<file path="src/rtl/axi_burst_mem_interface_if.sv">
// AXI4 channel bundle between a crossbar master and the burst memory front-end.
interface axi_burst_mem_interface_if #(
  parameter int unsigned ADDR_W = 64,
  parameter int unsigned DATA_W = 64,
  parameter int unsigned ID_W   = 10
);
  logic [ID_W-1:0]     aw_id;
  logic [ADDR_W-1:0]   aw_addr;
  logic [7:0]          aw_len;
  logic [2:0]          aw_size;
  logic [1:0]          aw_burst;
  logic                aw_valid;
  logic                aw_ready;

  logic [DATA_W-1:0]   w_data;
  logic [DATA_W/8-1:0] w_strb;
  logic                w_last;
  logic                w_valid;
  logic                w_ready;

  logic [ID_W-1:0]     b_id;
  logic [1:0]          b_resp;
  logic                b_valid;
  logic                b_ready;

  logic [ID_W-1:0]     ar_id;
  logic [ADDR_W-1:0]   ar_addr;
  logic [7:0]          ar_len;
  logic [2:0]          ar_size;
  logic [1:0]          ar_burst;
  logic                ar_valid;
  logic                ar_ready;

  logic [ID_W-1:0]     r_id;
  logic [DATA_W-1:0]   r_data;
  logic [1:0]          r_resp;
  logic                r_last;
  logic                r_valid;
  logic                r_ready;

  modport slave (
    input  aw_id, aw_addr, aw_len, aw_size, aw_burst, aw_valid,
    input  w_data, w_strb, w_last, w_valid,
    input  b_ready,
    input  ar_id, ar_addr, ar_len, ar_size, ar_burst, ar_valid,
    input  r_ready,
    output aw_ready, w_ready, b_id, b_resp, b_valid, ar_ready,
    output r_id, r_data, r_resp, r_last, r_valid
  );

  modport master (
    output aw_id, aw_addr, aw_len, aw_size, aw_burst, aw_valid,
    output w_data, w_strb, w_last, w_valid,
    output b_ready,
    output ar_id, ar_addr, ar_len, ar_size, ar_burst, ar_valid,
    output r_ready,
    input  aw_ready, w_ready, b_id, b_resp, b_valid, ar_ready,
    input  r_id, r_data, r_resp, r_last, r_valid
  );
endinterface

</file>
<file path="src/rtl/axi_burst_mem_interface.sv">
// AXI4 burst slave driving a one-cycle-latency memory request port.
// state   | meaning
// IDLE    | arbitrate AW/AR, latch burst context
// RD_REQ  | issue read for current beat (suppressed if out of range)
// RD_DATA | present R beat, hold until r_ready
// WR_DATA | accept W beats, write in-range ones
// WR_RESP | present B until b_ready
module axi_burst_mem_interface #(
  parameter int unsigned AXI_ADDR_WIDTH = 64,
  parameter int unsigned AXI_DATA_WIDTH = 64,
  parameter int unsigned AXI_ID_WIDTH   = 10,
  parameter logic [AXI_ADDR_WIDTH-1:0] BASE_ADDR  = '0,
  parameter logic [AXI_ADDR_WIDTH-1:0] SIZE_BYTES = AXI_ADDR_WIDTH'(64'h10000)
) (
  input  logic                          clk_i,
  input  logic                          rst_i,
  axi_burst_mem_interface_if.slave      axi,
  output logic                          en_o,
  output logic                          we_o,
  output logic [AXI_ADDR_WIDTH-1:0]     address_o,
  output logic [AXI_DATA_WIDTH/8-1:0]   be_o,
  output logic [AXI_DATA_WIDTH-1:0]     data_o,
  input  logic [AXI_DATA_WIDTH-1:0]     data_i
);
  localparam int unsigned STRB_W = AXI_DATA_WIDTH/8;
  localparam int unsigned OFF_W  = $clog2(STRB_W);
  localparam logic [AXI_ADDR_WIDTH-1:0] ALIGN_MASK = ~AXI_ADDR_WIDTH'(STRB_W-1);
  localparam logic [AXI_ADDR_WIDTH-1:0] BEAT_BYTES = AXI_ADDR_WIDTH'(STRB_W);
  localparam logic [1:0] BURST_FIXED = 2'b00, BURST_INCR = 2'b01, BURST_WRAP = 2'b10;
  localparam logic [1:0] RESP_OKAY = 2'b00, RESP_SLVERR = 2'b10;

  typedef enum logic [2:0] {IDLE, RD_REQ, RD_DATA, WR_DATA, WR_RESP} state_e;

  state_e                    state_q, state_d;
  logic [AXI_ID_WIDTH-1:0]   id_q, id_d;
  logic [AXI_ADDR_WIDTH-1:0] addr_q, addr_d;
  logic [7:0]                len_q, len_d, beat_q, beat_d;
  logic [1:0]                burst_q, burst_d;
  logic                      err_q, err_d;
  logic                      last_wr_q, last_wr_d;
  logic [AXI_DATA_WIDTH-1:0] rdata_q, rdata_d;
  logic                      rfirst_q, rfirst_d;

  logic [AXI_ADDR_WIDTH:0]   range_off;
  logic                      in_range, last_beat, grant_wr;
  logic [AXI_ADDR_WIDTH-1:0] addr_next;
  logic [AXI_DATA_WIDTH-1:0] rd_word;

  // Borrow-extended subtraction keeps the window test free of constant compares.
  assign range_off = {1'b0, addr_q} - {1'b0, BASE_ADDR};
  assign in_range  = !range_off[AXI_ADDR_WIDTH] && (range_off[AXI_ADDR_WIDTH-1:0] < SIZE_BYTES);
  assign last_beat = (beat_q == len_q);
  assign addr_next = (burst_q == BURST_FIXED) ? addr_q : addr_q + BEAT_BYTES;
  assign grant_wr  = axi.aw_valid && (!axi.ar_valid || !last_wr_q);
  // Memory data is only valid on RD_DATA entry; afterwards replay the captured word.
  assign rd_word   = rfirst_q ? (in_range ? data_i : '0) : rdata_q;

  always_ff @(posedge clk_i) begin
    if (rst_i) begin
      state_q   <= IDLE;
      id_q      <= '0;
      addr_q    <= '0;
      len_q     <= '0;
      beat_q    <= '0;
      burst_q   <= '0;
      err_q     <= 1'b0;
      last_wr_q <= 1'b0;
      rdata_q   <= '0;
      rfirst_q  <= 1'b0;
    end else begin
      state_q   <= state_d;
      id_q      <= id_d;
      addr_q    <= addr_d;
      len_q     <= len_d;
      beat_q    <= beat_d;
      burst_q   <= burst_d;
      err_q     <= err_d;
      last_wr_q <= last_wr_d;
      rdata_q   <= rdata_d;
      rfirst_q  <= rfirst_d;
    end
  end

  always_comb begin
    state_d   = state_q;
    id_d      = id_q;
    addr_d    = addr_q;
    len_d     = len_q;
    beat_d    = beat_q;
    burst_d   = burst_q;
    err_d     = err_q;
    last_wr_d = last_wr_q;
    rdata_d   = rdata_q;
    rfirst_d  = 1'b0;

    axi.aw_ready = 1'b0;
    axi.ar_ready = 1'b0;
    axi.w_ready  = 1'b0;
    axi.b_valid  = 1'b0;
    axi.b_id     = '0;
    axi.b_resp   = RESP_OKAY;
    axi.r_valid  = 1'b0;
    axi.r_id     = '0;
    axi.r_data   = '0;
    axi.r_resp   = RESP_OKAY;
    axi.r_last   = 1'b0;

    en_o      = 1'b0;
    we_o      = 1'b0;
    address_o = '0;
    be_o      = '0;
    data_o    = '0;

    case (state_q)
      IDLE: begin
        if (grant_wr) begin
          axi.aw_ready = 1'b1;
          id_d      = axi.aw_id;
          addr_d    = axi.aw_addr & ALIGN_MASK;
          len_d     = axi.aw_len;
          burst_d   = axi.aw_burst;
          beat_d    = '0;
          err_d     = 1'b0;
          last_wr_d = 1'b1;
          state_d   = WR_DATA;
        end else if (axi.ar_valid) begin
          axi.ar_ready = 1'b1;
          id_d      = axi.ar_id;
          addr_d    = axi.ar_addr & ALIGN_MASK;
          len_d     = axi.ar_len;
          burst_d   = axi.ar_burst;
          beat_d    = '0;
          err_d     = 1'b0;
          last_wr_d = 1'b0;
          state_d   = RD_REQ;
        end
      end
      RD_REQ: begin
        if (in_range) begin
          en_o      = 1'b1;
          address_o = addr_q;
          be_o      = '1;
        end
        rfirst_d = 1'b1;
        state_d  = RD_DATA;
      end
      RD_DATA: begin
        rdata_d      = rd_word;
        axi.r_valid  = 1'b1;
        axi.r_id     = id_q;
        axi.r_data   = rd_word;
        axi.r_resp   = in_range ? RESP_OKAY : RESP_SLVERR;
        axi.r_last   = last_beat;
        if (axi.r_ready) begin
          if (last_beat) begin
            state_d = IDLE;
          end else begin
            beat_d  = beat_q + 8'd1;
            addr_d  = addr_next;
            state_d = RD_REQ;
          end
        end
      end
      WR_DATA: begin
        axi.w_ready = 1'b1;
        if (axi.w_valid) begin
          if (in_range) begin
            en_o      = 1'b1;
            we_o      = 1'b1;
            address_o = addr_q;
            be_o      = axi.w_strb;
            data_o    = axi.w_data;
          end else begin
            err_d = 1'b1;
          end
          addr_d = addr_next;
          if (last_beat) state_d = WR_RESP;
          else           beat_d  = beat_q + 8'd1;
        end
      end
      WR_RESP: begin
        axi.b_valid = 1'b1;
        axi.b_id    = id_q;
        axi.b_resp  = err_q ? RESP_SLVERR : RESP_OKAY;
        if (axi.b_ready) state_d = IDLE;
      end
      default: state_d = IDLE;
    endcase
  end

`ifndef SYNTHESIS
  function automatic logic crosses_4k(input logic [AXI_ADDR_WIDTH-1:0] a, input logic [7:0] len);
    logic [AXI_ADDR_WIDTH-1:0] last_byte;
    last_byte = (a & ALIGN_MASK) + (AXI_ADDR_WIDTH'(len) << OFF_W);
    return a[AXI_ADDR_WIDTH-1:12] != last_byte[AXI_ADDR_WIDTH-1:12];
  endfunction

  always_ff @(posedge clk_i) begin
    if (!rst_i) begin
      if (axi.aw_valid && axi.aw_ready) begin
        assert (axi.aw_burst != BURST_WRAP && axi.aw_size == 3'(OFF_W))
          else $error("unsupported AW burst type or size");
        assert (!(axi.aw_burst == BURST_INCR && crosses_4k(axi.aw_addr, axi.aw_len)))
          else $error("AW INCR burst crosses a 4KB boundary");
      end
      if (axi.ar_valid && axi.ar_ready) begin
        assert (axi.ar_burst != BURST_WRAP && axi.ar_size == 3'(OFF_W))
          else $error("unsupported AR burst type or size");
        assert (!(axi.ar_burst == BURST_INCR && crosses_4k(axi.ar_addr, axi.ar_len)))
          else $error("AR INCR burst crosses a 4KB boundary");
      end
      if (state_q == WR_DATA && axi.w_valid)
        assert (axi.w_last == last_beat) else $error("w_last disagrees with beat count");
    end
  end
`endif
endmodule

</file>
<file path="src/flat_wrapper.sv">
// flat-port wrapper written by rule: the top's interface ports become plain ports
module axi_burst_mem_interface_flat 
#(
  parameter int unsigned AXI_ADDR_WIDTH = 64,
  parameter int unsigned AXI_DATA_WIDTH = 64,
  parameter int unsigned AXI_ID_WIDTH   = 10,
  parameter logic [AXI_ADDR_WIDTH-1:0] BASE_ADDR  = '0,
  parameter logic [AXI_ADDR_WIDTH-1:0] SIZE_BYTES = AXI_ADDR_WIDTH'(64'h10000)
)
  (clk_i, rst_i, en_o, we_o, address_o, be_o, data_o, data_i, axi_aw_id, axi_aw_addr, axi_aw_len, axi_aw_size, axi_aw_burst, axi_aw_valid, axi_w_data, axi_w_strb, axi_w_last, axi_w_valid, axi_b_ready, axi_ar_id, axi_ar_addr, axi_ar_len, axi_ar_size, axi_ar_burst, axi_ar_valid, axi_r_ready, axi_aw_ready, axi_w_ready, axi_b_id, axi_b_resp, axi_b_valid, axi_ar_ready, axi_r_id, axi_r_data, axi_r_resp, axi_r_last, axi_r_valid);
  axi_burst_mem_interface_if #(.ADDR_W(64), .DATA_W(64), .ID_W(10)) axi_i ();
  input  logic clk_i;
  input  logic rst_i;
  output logic en_o;
  output logic we_o;
  output logic [AXI_ADDR_WIDTH-1:0] address_o;
  output logic [AXI_DATA_WIDTH/8-1:0] be_o;
  output logic [AXI_DATA_WIDTH-1:0] data_o;
  input  logic [AXI_DATA_WIDTH-1:0] data_i;
  input wire logic [$bits(axi_i.aw_id)-1:0] axi_aw_id;
  input wire logic [$bits(axi_i.aw_addr)-1:0] axi_aw_addr;
  input wire logic [$bits(axi_i.aw_len)-1:0] axi_aw_len;
  input wire logic [$bits(axi_i.aw_size)-1:0] axi_aw_size;
  input wire logic [$bits(axi_i.aw_burst)-1:0] axi_aw_burst;
  input wire logic [$bits(axi_i.aw_valid)-1:0] axi_aw_valid;
  input wire logic [$bits(axi_i.w_data)-1:0] axi_w_data;
  input wire logic [$bits(axi_i.w_strb)-1:0] axi_w_strb;
  input wire logic [$bits(axi_i.w_last)-1:0] axi_w_last;
  input wire logic [$bits(axi_i.w_valid)-1:0] axi_w_valid;
  input wire logic [$bits(axi_i.b_ready)-1:0] axi_b_ready;
  input wire logic [$bits(axi_i.ar_id)-1:0] axi_ar_id;
  input wire logic [$bits(axi_i.ar_addr)-1:0] axi_ar_addr;
  input wire logic [$bits(axi_i.ar_len)-1:0] axi_ar_len;
  input wire logic [$bits(axi_i.ar_size)-1:0] axi_ar_size;
  input wire logic [$bits(axi_i.ar_burst)-1:0] axi_ar_burst;
  input wire logic [$bits(axi_i.ar_valid)-1:0] axi_ar_valid;
  input wire logic [$bits(axi_i.r_ready)-1:0] axi_r_ready;
  output wire logic [$bits(axi_i.aw_ready)-1:0] axi_aw_ready;
  output wire logic [$bits(axi_i.w_ready)-1:0] axi_w_ready;
  output wire logic [$bits(axi_i.b_id)-1:0] axi_b_id;
  output wire logic [$bits(axi_i.b_resp)-1:0] axi_b_resp;
  output wire logic [$bits(axi_i.b_valid)-1:0] axi_b_valid;
  output wire logic [$bits(axi_i.ar_ready)-1:0] axi_ar_ready;
  output wire logic [$bits(axi_i.r_id)-1:0] axi_r_id;
  output wire logic [$bits(axi_i.r_data)-1:0] axi_r_data;
  output wire logic [$bits(axi_i.r_resp)-1:0] axi_r_resp;
  output wire logic [$bits(axi_i.r_last)-1:0] axi_r_last;
  output wire logic [$bits(axi_i.r_valid)-1:0] axi_r_valid;
  assign axi_i.aw_id = axi_aw_id;
  assign axi_i.aw_addr = axi_aw_addr;
  assign axi_i.aw_len = axi_aw_len;
  assign axi_i.aw_size = axi_aw_size;
  assign axi_i.aw_burst = axi_aw_burst;
  assign axi_i.aw_valid = axi_aw_valid;
  assign axi_i.w_data = axi_w_data;
  assign axi_i.w_strb = axi_w_strb;
  assign axi_i.w_last = axi_w_last;
  assign axi_i.w_valid = axi_w_valid;
  assign axi_i.b_ready = axi_b_ready;
  assign axi_i.ar_id = axi_ar_id;
  assign axi_i.ar_addr = axi_ar_addr;
  assign axi_i.ar_len = axi_ar_len;
  assign axi_i.ar_size = axi_ar_size;
  assign axi_i.ar_burst = axi_ar_burst;
  assign axi_i.ar_valid = axi_ar_valid;
  assign axi_i.r_ready = axi_r_ready;
  assign axi_aw_ready = axi_i.aw_ready;
  assign axi_w_ready = axi_i.w_ready;
  assign axi_b_id = axi_i.b_id;
  assign axi_b_resp = axi_i.b_resp;
  assign axi_b_valid = axi_i.b_valid;
  assign axi_ar_ready = axi_i.ar_ready;
  assign axi_r_id = axi_i.r_id;
  assign axi_r_data = axi_i.r_data;
  assign axi_r_resp = axi_i.r_resp;
  assign axi_r_last = axi_i.r_last;
  assign axi_r_valid = axi_i.r_valid;
  axi_burst_mem_interface #(.AXI_ADDR_WIDTH(AXI_ADDR_WIDTH), .AXI_DATA_WIDTH(AXI_DATA_WIDTH), .AXI_ID_WIDTH(AXI_ID_WIDTH), .BASE_ADDR(BASE_ADDR), .SIZE_BYTES(SIZE_BYTES)) u_core (.clk_i(clk_i), .rst_i(rst_i), .axi(axi_i), .en_o(en_o), .we_o(we_o), .address_o(address_o), .be_o(be_o), .data_o(data_o), .data_i(data_i));
endmodule
</file>
<file path="config.mk">
export PLATFORM = sky130hd
export DESIGN_NAME = axi_burst_mem_interface_flat
export DESIGN_NICKNAME = d
export VERILOG_FILES = /design/src/rtl/axi_burst_mem_interface_if.sv /design/src/rtl/axi_burst_mem_interface.sv /design/src/flat_wrapper.sv
export SDC_FILE = /design/constraint.sdc
export NUM_CORES = 1
export LEC_CHECK = 0
export BUFFER_PORTS_ARGS = -buffer_cell sky130_fd_sc_hd__buf_4
export CORE_AREA = 2 2 215 217
export DETAILED_ROUTE_END_ITERATION = 8
export DIE_AREA = 0 0 217 219
export HOLD_SLACK_MARGIN = 0.05
export PLACE_DENSITY = 0.48
export SLEW_MARGIN = 20
export SYNTH_ARGS = -nofsm -noshare
export SYNTH_HDL_FRONTEND = slang
export SYNTH_SLANG_ARGS = --single-unit
</file>
<file path="constraint.sdc">
create_clock -name clk_i -period 3.5 [get_ports clk_i]
set_input_delay 0.7 -clock clk_i [delete_from_list [all_inputs] [get_ports clk_i]]
set_output_delay 0.7 -clock clk_i [all_outputs]
set_load 0.05 [all_outputs]
</file>
Word level (Yosys, flattened, before mapping)
Cells that the tools add are included.
- add/subtract/negate cells: 2
- reductions and logical operators: 14
- equal/unequal tests: 12
- muxes and demuxes: 66
- order comparisons: 1
- operators by type and width (operator ; count):
    $mux W64 ; 14
    $pmux W64 S3 ; 1
    $pmux W64 S2 ; 1
    $mux W8 ; 10
    $add A64 B4 Y64 const B ; 1
    $lt A64 B17 Y1 const B ; 1
    $mux W10 ; 4
    $pmux W8 S3 ; 1
    $mux W1 ; 19
    $mux W3 ; 6
    $pmux W8 S2 ; 1
    $pmux W3 S5 ; 1
    $mux W2 ; 6
    $ne A2 B2 Y1 const B ; 5
    $reduce_and A5 Y1 ; 2
    $add A8 B1 Y8 const B ; 1
    $eq A8 B8 Y1 ; 1
    $reduce_and A4 Y1 ; 2
    $eq A3 B2 Y1 const B ; 2
    $pmux W1 S2 ; 2
    $reduce_bool A2 Y1 ; 2
    $eq A3 B1 Y1 const B ; 1
    $eq A3 B3 Y1 const B ; 1
    $logic_not A3 Y1 ; 1
    8 further kinds ; 9
- register bits after elaboration: 162
- output and inout bits: 232
- bits of input ports: 318

Logic depth before layout (Yosys ltp)
- depth after elaboration: 5
- mapped depth: 10
- gate-level depth less buffers: 7

Worst setup path before layout
No wires, ideal clock.
- path kind: reg2out
- start: register u_core.state_q[2]
- end: output port data_o[54]
- arrival: 2.865 ns
- data required time: 2.800 ns
- path slack: -0.065 ns
- buffers on the path: 3
- cell stages (with the launch flop): 9
- path through: dfxtp_1 -> buf_2 -> nand2b_1 -> clkbuf_1 -> nor2_1 -> nand2_1 -> nor4_4 -> buf_6 -> and2_1
- cells in the longest elaborated chain, start to end: 2
- RTL lines (what ; RTL line ; text):
    from (decl) ; axi_burst_mem_interface.sv:34 ; state_e state_q, state_d;
    from (signal assigned) ; axi_burst_mem_interface.sv:71 ; state_q <= state_d;
    $eq A3 B2 Y1 ; axi_burst_mem_interface.sv:114 ; case (state_q)
    $mux W64 ; axi_burst_mem_interface.sv:114 ;
    to (decl) ; flat_wrapper.sv:18 ; output logic [AXI_DATA_WIDTH-1:0] data_o;
No other way between the ends.

Worst setup path after layout
- start: register u_core.addr_q[48]
- end: output port axi_r_data[51]
- cells in the longest elaborated chain, start to end: 4
- RTL lines (what ; RTL line ; text):
    from (decl) ; axi_burst_mem_interface.sv:36 ; logic [AXI_ADDR_WIDTH-1:0] addr_q, addr_d;
    from (signal assigned) ; axi_burst_mem_interface.sv:73 ; addr_q <= addr_d;
    $lt A64 B17 Y1 ; axi_burst_mem_interface.sv:51 ; assign in_range = !range_off[AXI_ADDR_WIDTH] && (range_off[AXI_ADDR_WIDTH-1:0] < SIZE_BYTES);
    $mux W64 (2 in a row) ; axi_burst_mem_interface.sv:56 ; assign rd_word = rfirst_q ? (in_range ? data_i : '0) : rdata_q;
    $mux W64 ; axi_burst_mem_interface.sv:114 ;
    to (decl) ; flat_wrapper.sv:45 ; output wire logic [$bits(axi_i.r_data)-1:0] axi_r_data;
No other way between the ends.

==> impl_metrics.json <==
{
  "synthFlopType": "dfxtp_1",
  "synth_area_leaders": "dfxtp_1, a21oi_1, nand2_1",
  "ios": 550,
  "clock-sinks": 159,
  "placedInstanceArea_mm2": 0.0152,
  "worst_setup_path_start_kind": "register",
  "setup_ws_ps": 26.5,
  "synth_cell_types": 71,
  "clk_latency_ps": 450,
  "postSynthCellCount": 1621,
  "whs_ps": 455,
  "cts_root_buf": "clkbuf_16",
  "yosys_warnings": 0,
  "vias": 13200,
  "vias_per_cell": 4.98,
  "fp-row-count": 78,
  "hold_viol": 0,
  "timing.slew.headroom_pct": 38.4,
  "maxCapViolCount": 0,
  "drive_gt1_share_pct": 34.0,
  "syn_area_mm2": 0.0112,
  "dp.cells": 2609,
  "crit_buf_inv": 4,
  "floorplan.initialDensity_pct": 24.8,
  "area_delta_synth_final_pct": 49.0,
  "final_common_cell": "buf_4",
  "end_kind": "output port",
  "worstPathRequired_ps": 2800,
  "grt_max_degree": 82,
  "hpwlAfterDp_mm": 39.1,
  "rsz0062_at_grt": "yes",
  "cp_common_cell": "buf_12",
  "clockBufferDepth": 2,
  "grt_first_pass_wirelength_mm": 75.9,
  "setup_viol": 0,
  "mostFrequentLayoutCells": "buf_4, nand2_1, nand3_1",
  "worstMarginPinSlew_ps": 921,
  "routed_wl_mm": 52.2,
  "cts_hold_buf": 0,
  "path_clk_slew_ps": 70,
  "die_y_um": 219,
  "critPathArrivalTime_ps": 2770,
  "design_area_mm2": 0.0166,
  "cts_made_buffers": 17,
  "grt_pass1_vias": 12400,
  "synth_seq_cells": 159,
  "cpPeakStageDelay_ps": 530,
  "wire_per_inst_um": 19.6,
  "die_w_um": 217,
  "gp_congestion": 0.841,
  "synth_seq_area_share_pct": 28.5,
  "synth_edf_count": 0,
  "postSynthAreaPerCell_um2": 6.89,
  "cellPowerDensity_mw_per_mm2": 426,
  "grt_overflow": 0,
  "critPathKind": "register to output port",
  "holdCritPathClass": "register to register",
  "synth_top_cell_by_area": "dfxtp_1",
  "clock.fmax_mhz": 288,
  "critical_path.top_delay_family": "simple AND/OR/NAND/NOR gates",
  "maxSlewViolCount": 0,
  "yosysTopAreaCellShare_pct": 28.5,
  "core_mm2": 0.0451,
  "place_ws_ps": 244,
  "stdcell_count": 2655,
  "antenna_found_initial": 2,
  "port_buffers": 483,
  "drc": 0,
  "drt_iter0_drc": 937,
  "outcome": "complete, no violations",
  "crit_chain": "or4_4 > nor2_4 > nand3_4 > nor3_4 > buf_12 > buf_12 > buf_4 > nand3_1 > a21oi_2 > buf_6",
  "htreeDepth": 4,
  "ir_drop_mv": 0.284,
  "clock_skew_ps": 15.9,
  "totalNegativeSetupSlack_ps": 0,
  "slowest_stage": "or4_4",
  "first_pass_iters": 7,
  "grtUsageTotal_pct": 20.9,
  "synth-async-reset-ratio_pct": 0,
  "worstPathMaxFanout": 11,
  "power.leakage_nw": 6.68,
  "final_nets": 2361,
  "drtAntennaViolNets": 0,
  "cts_tree": "done",
  "fin_crit_ps": 3470,
  "die-area_mm2": 0.0475,
  "finalCritPeriodShare_pct": 99.2
}
## registers in the layout, summed over array words and instances (netlist names)
| register | count |
|---|---|
| u_core.addr_q | 61 |
| u_core.beat_q | 8 |
| u_core.burst_q | 2 |
| u_core.err_q | 1 |
| u_core.id_q | 10 |
| u_core.last_wr_q | 1 |
| u_core.len_q | 8 |
| u_core.rdata_q | 64 |
| u_core.rfirst_q | 1 |
| u_core.state_q | 3 |
## metrics by stage
step	utilization (%)	total power, mW
floorplan	-	4.07
global placement	33.7	5.01
detailed placement	33.7	5.03
CTS	35.5	7.12
global route	36.9	7.53
finish	36.9	7.09
## timing repair
action	4_1_cts	5_1_grt
buffers inserted	4	5
pin swaps	7	13
resized for setup	28	140
setup endpoints to repair	149	88
cloned	1	3
## power by group
part	switching, mW	internal (mW)
registers	0.357	2.08
clock network	0.868	1.08
logic	1.69	1.02
total	2.92	4.18
## worst paths after layout
kind / end / startpoint / cells after the start / slack (ps)
worst min register to register: u_core.rdata_q[58] / u_core.rdata_q[58] / 2 / 450
worst min-delay path: u_core.rdata_q[58] / u_core.rdata_q[58] / 2 / 450
worst max register to register: u_core.addr_q[15] / u_core.beat_q[1] / 7 / 650
worst max-delay path: axi_r_data[51] / u_core.addr_q[48] / 10 / 30
## cell usage after synthesis, drive strengths merged (28+ instances only)
cell,count
and3,29
a311oi,28
buf,107
nor2,64
nand3,188
nand2b,66
a21oi,222
nand2,267
clkbuf,91
and2,97
o21ai,64
dfxtp,159
nor3,29
## area by class of cell
type,instances,area [um2]
fillers,4808,28500
multi-input cells,1304,7420
repair buffers,548,4640
flip-flops and latches,159,3200
well taps,600,751
clock buffers,21,450
clock inverters,11,130
inverters,11,41.3
diodes,1,2.50
## logic make-up after synthesis
kind of cell	after synthesis	synth area share, %
buffers and inverters	210	10.2
muxes	9	0.841
other	1	0.0336
DFF	159	28.5
and+or+nand+nor	826	38.0
xor gates and xnor gates	13	1.02
adders and majority gates	2	0.224
AOI/OAI and AO/OA	401	21.2
## worst min-delay path: cells and delay by family (launching register included)
family           cells  cell delay (ps)
AND/OR/NAND/NOR      1               50
AO/OA/AOI/OAI        1               50
flip-flops           1              310
## layer usage
metal	GRT usage, %	up-vias	part of all wire [%]
li1	-	6449	-
met1	25.8	6257	41
met2	35.9	473	49
met3	3.92	42	6.2
met4	7.95	2	3.0
met5	0	-	0.013
Note: power is estimated with default switching activity, not from simulation.
